$ cat src/rtl/sms_timing_pkg.sv
// Shared types and defaults for the machine-cycle timing ring.
// Carries the run-state enum, default geometry and the one-hot gate builder.
package sms_timing_pkg;

  typedef enum logic [1:0] {
    IDLE     = 2'd0,
    RUN      = 2'd1,
    STOPPING = 2'd2
  } state_t;

  localparam int DEF_POSITIONS    = 10;
  localparam int DEF_PHASE_CYCLES = 4;
  localparam int DEF_PULSE_PHASE  = 2;
  localparam int MAX_POSITIONS    = 16;

  // Built at the widest legal ring size; callers keep the low POSITIONS bits.
  function automatic logic [MAX_POSITIONS-1:0] onehot_gate(input logic [3:0] pos);
    logic [MAX_POSITIONS-1:0] v;
    v      = '0;
    v[pos] = 1'b1;
    return v;
  endfunction

endpackage

$ cat src/rtl/sms_timing_phase_ctr.sv
// Phase counter for one ring position: counts 0..PHASE_CYCLES-1 and wraps.
// Latency: phase_nxt is combinational, phase registers on posedge x.
// Backpressure: none; under SMS_TIMING_RING_STEP_EN the count waits for a step rising edge.
module sms_timing_phase_ctr
  import sms_timing_pkg::*;
#(
  parameter int PHASE_CYCLES = DEF_PHASE_CYCLES
) (
  input  logic                              x,
  input  logic                              rst,
  input  logic                              clr,
  input  logic                              en,
`ifdef SMS_TIMING_RING_STEP_EN
  input  logic                              step_mode,
  input  logic                              step,
`endif
  output logic [$clog2(PHASE_CYCLES)-1:0]   phase_nxt,
  output logic                              tc,
  output logic                              adv
);

  localparam int              PH_W    = $clog2(PHASE_CYCLES);
  localparam logic [PH_W-1:0] PH_LAST = PH_W'(PHASE_CYCLES - 1);

  logic [PH_W-1:0] phase;

`ifdef SMS_TIMING_RING_STEP_EN
  logic step_prev;

  always_ff @(posedge x) begin
    if (rst) step_prev <= 1'b0;
    else     step_prev <= step;
  end

  // In step mode only the clock where step first goes high counts.
  assign adv = en && (!step_mode || (step && !step_prev));
`else
  assign adv = en;
`endif

  assign tc = (phase == PH_LAST);

  always_comb begin
    phase_nxt = phase;
    if (clr)      phase_nxt = '0;
    else if (adv) phase_nxt = tc ? '0 : phase + PH_W'(1);
  end

  always_ff @(posedge x) begin
    if (rst) phase <= '0;
    else     phase <= phase_nxt;
  end

endmodule

$ cat src/rtl/sms_timing_ring.sv
// One-hot timing ring driving gate levels and AC-set pulses to the trigger cards; optional SMS_TIMING_RING_STEP_EN.
// Latency: all outputs registered; gate[0] rises one clock after start is sampled.
// Backpressure: none; stop/single_cycle end the ring only at the end of a full cycle.
module sms_timing_ring
  import sms_timing_pkg::*;
#(
  parameter int POSITIONS    = DEF_POSITIONS,
  parameter int PHASE_CYCLES = DEF_PHASE_CYCLES,
  parameter int PULSE_PHASE  = DEF_PULSE_PHASE
) (
  input  logic                 x,
  input  logic                 rst,
  input  logic                 start,
  input  logic                 stop,
  input  logic                 single_cycle,
`ifdef SMS_TIMING_RING_STEP_EN
  input  logic                 step,
`endif
  output logic [POSITIONS-1:0] gate,
  output logic [POSITIONS-1:0] gate_n,
  output logic                 ac_set,
  output logic                 cycle_end,
  output logic                 running
);

  localparam int               POS_W    = $clog2(POSITIONS);
  localparam int               PH_W     = $clog2(PHASE_CYCLES);
  localparam logic [POS_W-1:0] POS_LAST = POS_W'(POSITIONS - 1);
  localparam logic [PH_W-1:0]  PH_LAST  = PH_W'(PHASE_CYCLES - 1);
  localparam logic [PH_W-1:0]  PH_PULSE = PH_W'(PULSE_PHASE);

  state_t                 state, state_nxt;
  logic [POS_W-1:0]       pos, pos_nxt;
  logic                   stop_req, stop_req_nxt;
  logic [PH_W-1:0]        phase_nxt;
  logic                   tc, adv;
  logic                   run_nxt, fresh;
  logic [MAX_POSITIONS-1:0] gate_full;
  logic [POSITIONS-1:0]   gate_d;
  logic                   unused_gate_bits;

  sms_timing_phase_ctr #(
    .PHASE_CYCLES (PHASE_CYCLES)
  ) u_phase_ctr (
    .x         (x),
    .rst       (rst),
    .clr       (state == IDLE),
    .en        (state != IDLE),
`ifdef SMS_TIMING_RING_STEP_EN
    .step_mode (single_cycle),
    .step      (step),
`endif
    .phase_nxt (phase_nxt),
    .tc        (tc),
    .adv       (adv)
  );

  always_comb begin
    state_nxt    = state;
    pos_nxt      = pos;
    stop_req_nxt = stop_req;
    unique case (state)
      IDLE: begin
        if (start) begin
          state_nxt    = RUN;
          pos_nxt      = '0;
          stop_req_nxt = stop;
        end
      end
      RUN, STOPPING: begin
        if (stop) stop_req_nxt = 1'b1;
        if (state == RUN && (stop || stop_req)) state_nxt = STOPPING;
        if (adv && tc) begin
          if (pos == POS_LAST) begin
            pos_nxt = '0;
            // A stop seen on the end-of-cycle clock still ends this cycle.
            if (stop_req || stop || single_cycle) begin
              state_nxt    = IDLE;
              stop_req_nxt = 1'b0;
            end
          end else begin
            pos_nxt = pos + POS_W'(1);
          end
        end
      end
      default: state_nxt = IDLE;
    endcase
  end

  assign run_nxt   = (state_nxt != IDLE);
  // Pulses fire only on the clock a phase is entered, not while it is held.
  assign fresh     = (state == IDLE) || adv;
  assign gate_full = onehot_gate(4'(pos_nxt));
  assign gate_d    = gate_full[POSITIONS-1:0];
  assign unused_gate_bits = ^gate_full;

  always_ff @(posedge x) begin
    if (rst) begin
      state     <= IDLE;
      pos       <= '0;
      stop_req  <= 1'b0;
      gate      <= '0;
      gate_n    <= '1;
      ac_set    <= 1'b0;
      cycle_end <= 1'b0;
      running   <= 1'b0;
    end else begin
      state     <= state_nxt;
      pos       <= pos_nxt;
      stop_req  <= stop_req_nxt;
      gate      <= run_nxt ? gate_d : '0;
      gate_n    <= run_nxt ? ~gate_d : '1;
      ac_set    <= run_nxt && fresh && (phase_nxt == PH_PULSE);
      cycle_end <= run_nxt && fresh && (pos_nxt == POS_LAST) && (phase_nxt == PH_LAST);
      running   <= run_nxt;
    end
  end

endmodule

$ cat config.mk
export PLATFORM = sky130hd
export DESIGN_NAME = sms_timing_ring
export DESIGN_NICKNAME = d
export VERILOG_FILES = /design/src/rtl/sms_timing_pkg.sv /design/src/rtl/sms_timing_phase_ctr.sv /design/src/rtl/sms_timing_ring.sv
export SDC_FILE = /design/constraint.sdc
export NUM_CORES = 1
export LEC_CHECK = 0
export ABC_AREA = 1
export CORE_AREA = 2 2 55 57
export CTS_CLUSTER_SIZE = 30
export DETAILED_ROUTE_END_ITERATION = 10
export DIE_AREA = 0 0 57 59
export GPL_TIMING_DRIVEN = 1
export PLACE_DENSITY = 0.84
export SYNTH_ARGS = -nofsm -noshare
export SYNTH_HDL_FRONTEND = slang
export SYNTH_SLANG_ARGS = --single-unit
$ cat constraint.sdc
create_clock -name x -period 1.8 [get_ports x]
set_input_delay 0.36 -clock x [delete_from_list [all_inputs] [get_ports x]]
set_output_delay 0.36 -clock x [all_outputs]
set_load 0.05 [all_outputs]
==> results.tsv <==
metric	value	unit
first-pass GRT wire length	4554	um
Setup Total Neg Slack	0	ps
top area cells in the synthesized netlist	dfxtp_1 (49%), nand2_1 (10%), nor2_1 (7.5%), inv_1 (5.5%), nor2_4 (5.2%)	
antenna violations before repair	0	
RSZ-0062 raised after global routing	false	
GRT met1 Usage	18.11	%
Clock Sinks	32	
cell family with most CP delay	simple AND/OR/NAND/NOR gates	
clock-pin transition on the worst setup and hold timing paths	90	ps
final hold vios	0	
most frequent cells after synthesis	nand2_1 (36), dfxtp_1 (32), nor2_1 (26)	
Worst path slowest cell	dfxtp_4	
CTS Buf Count	5	
critical path class	flop to flop	
vias per cell	4.771	
Starting DRT DRC Count	25	
# diodes	0	
WL final	2575	um
fin crit share	90.96	%
number of global-route vias before repair	1138	
Worst-Margin Slew	507.1	ps
syn avg cell area	8.056	um^2
Synth top area share	49.09	%
global-route usage over all layers	18.01	%
total power	1410	uW
Rel. slew slack	66.33	%
vias post-DR	1145	
Critical Path RT	2070	ps
nature of the critical path endpoint	flop	
Chip Width	57	um
GR peak layer	met2	
worst hold path type	flop to flop	
Largest stage delay, worst path	380	ps
# fillers	238	
Unique masters post-synth	21	
prevailing post-synth register cell	dfxtp_1	
IO buf count	27	
WP buf/inv	1	
crit-path cells	ha_4, inv_2, nor2_4, nand3_4, nor2_2, nand2_1, nand3_2, nand2_4, nor2_4, nand2_1, nor2_1	
chip height	59	um
Worst R2R Setup Slack	160	ps
sequential element share of the synthesized area	49.09	%
Max VDD drop	637.3	uV
H-tree depth	2	
Syn Nets	171	
PwrDens	784.4	mW/mm^2
largest net degree at the start of global routing	11	
worst path arrival time	1910	ps
ys async rst share	0	%
total die area	0.003363	mm^2
Routed Antenna Nets	0	
CTS tree	done	
Setup WS pre-CTS	-84.58	ps
CP startpoint kind	flop	
max-cap violations	0	
crit path max fanout	7	
cell leakage power	0.0008669	uW
Hold Buf Count CTS	0	
met3 Use GR	5.895	%
Cell Rows	19	
final net count	217	
GPL Wtd Cong	0.8205	
Cells after Synth	162	
Yosys reg bits	32	
max frequency	0.6107	GHz
met2 global-route usage	33.66	%
placed wire-length estimate	1944	um
Initial Util	48.15	%
clock root buffer	clkbuf_4	
Yosys top cell by area	dfxtp_1	
core area	0.002710	mm^2
most common cell in the netlist	nand2_1	
Final setup viols	0	
layout cells sized above 1	33.01	%
number of enable flip-flop cells after synthesis	0	
Setup Skew	6.401	ps
Final Max Tran Viols	0	
Yosys warning total	0	
1st-pass router iterations	4	
area grow syn2layout	37.78	%
Post-Synthesis Cell Area	0.001305	mm^2
Tmin final	1637	ps
wire per inst	10.73	um
status	completed	
Skew-Pair Late Insertion Delay	330	ps
CTS max path bufs	2	
GR Overflow Total	0	
Final WS setup	162.6	ps
drt drc	0	
io pins	28	
==> through the flow <==
step	cells	area (um^2)	hold slack (ps)	util, %
6_report	240	1798	455.9	66.34
5_1_grt	240	1798	482.2	66.34
2_1_floorplan	162	1305	429.1	-
3_5_place_dp	231	1683	456.5	62.10
4_1_cts	239	1734	471.2	63.99
3_3_place_gp	231	1683	449.7	62.10
==> cells by family after synthesis <==
| family | synth area share [%] |
|---|---|
| and+or+nand+nor | 34.99 |
| DFF | 49.09 |
| buffers and inverters | 7.478 |
| AOI/OAI and AO/OA | 4.602 |
| adders and majority gates | 3.835 |
==> where the power goes <==
group	internal, uW	leakage (uW)	switching (uW)
sequential	727	0.000261	9.63
clock	185	0.0000380	231
combinational	103	0.000568	154
total	1020	0.000867	395
==> layer usage <==
metal  routed length [um]  share of wire, %
met3                  140               5.4
met2                 1373                53
met5                    0                 0
met1                 1003                39
met4                   57               2.2
==> sequential cells by signal, indices dropped and copies added, names as in the netlist <==
signal and count:
cycle_end 1, u_phase_ctr.phase 2, stop_req 1, gate_n 10, gate 10, pos 4, state 2, ac_set 1
running 1
==> worst paths after layout <==
kind	startpoint	endpoint	depth (start not counted)
setup / recovery	u_phase_ctr.phase[0]	gate[2]	11
hold / removal	u_phase_ctr.phase[0]	u_phase_ctr.phase[0]	1
setup reg to reg	u_phase_ctr.phase[0]	gate[2]	11
hold reg to reg	u_phase_ctr.phase[0]	u_phase_ctr.phase[0]	1
==> layout by cell type, fill, tap and decap left out <==
cell | synthesis | layout
nand2_1 | 36 | 34
dfxtp_1 | 32 | 29
nor2_1 | 26 | 24
buf_4 | 0 | 20
inv_1 | 19 | 16
dlygate4sd2_1 | 0 | 14
inv_2 | 6 | 8
nand2_2 | 6 | 8
nor2_4 | 6 | 7
nand3_1 | 7 | 7
clkbuf_4 | 0 | 5
clkdlybuf4s50_1 | 0 | 4
nor2_2 | 2 | 3
a21oi_2 | 3 | 3
o21ai_0 | 2 | 2
nand2_4 | 2 | 2
a21oi_1 | 2 | 2
nand4_1 | 2 | 2
ha_4 | 0 | 2
clkinv_2 | 0 | 2
dlymetal6s2s_1 | 0 | 2
dfxtp_2 | 0 | 2
nand3_4 | 0 | 1
o21ai_1 | 1 | 1
nand3_2 | 2 | 1
inv_4 | 0 | 1
a311oi_1 | 1 | 1
nor3_2 | 1 | 1
nor4_1 | 1 | 1
ha_1 | 4 | 1
ha_2 | 0 | 1
clkbuf_8 | 0 | 1
dfxtp_4 | 0 | 1
==> repair_timing <==
item / CTS / global route
pin swaps: 0 / 6
resized for setup: 16 / 19
setup endpoints to repair: 35 / 26
setup buffers: 0 / 1
cloned: 0 / 0
endpoints found under the hold margin: 0 / 0
==> layout make-up <==
cell class                 count  area, um^2  area share (%)
tap                           31       38.79           2.157
inverter                      25       96.34           5.358
sequential                    32       646.9           35.98
timing repair buffer          40       337.8           18.79
multi-input combinational    104       616.8           34.31
clock inverter                 2       10.01          0.5567
clock buffer                   6       51.30           2.853
No activity file was read; power rests on OpenSTA's default activity.
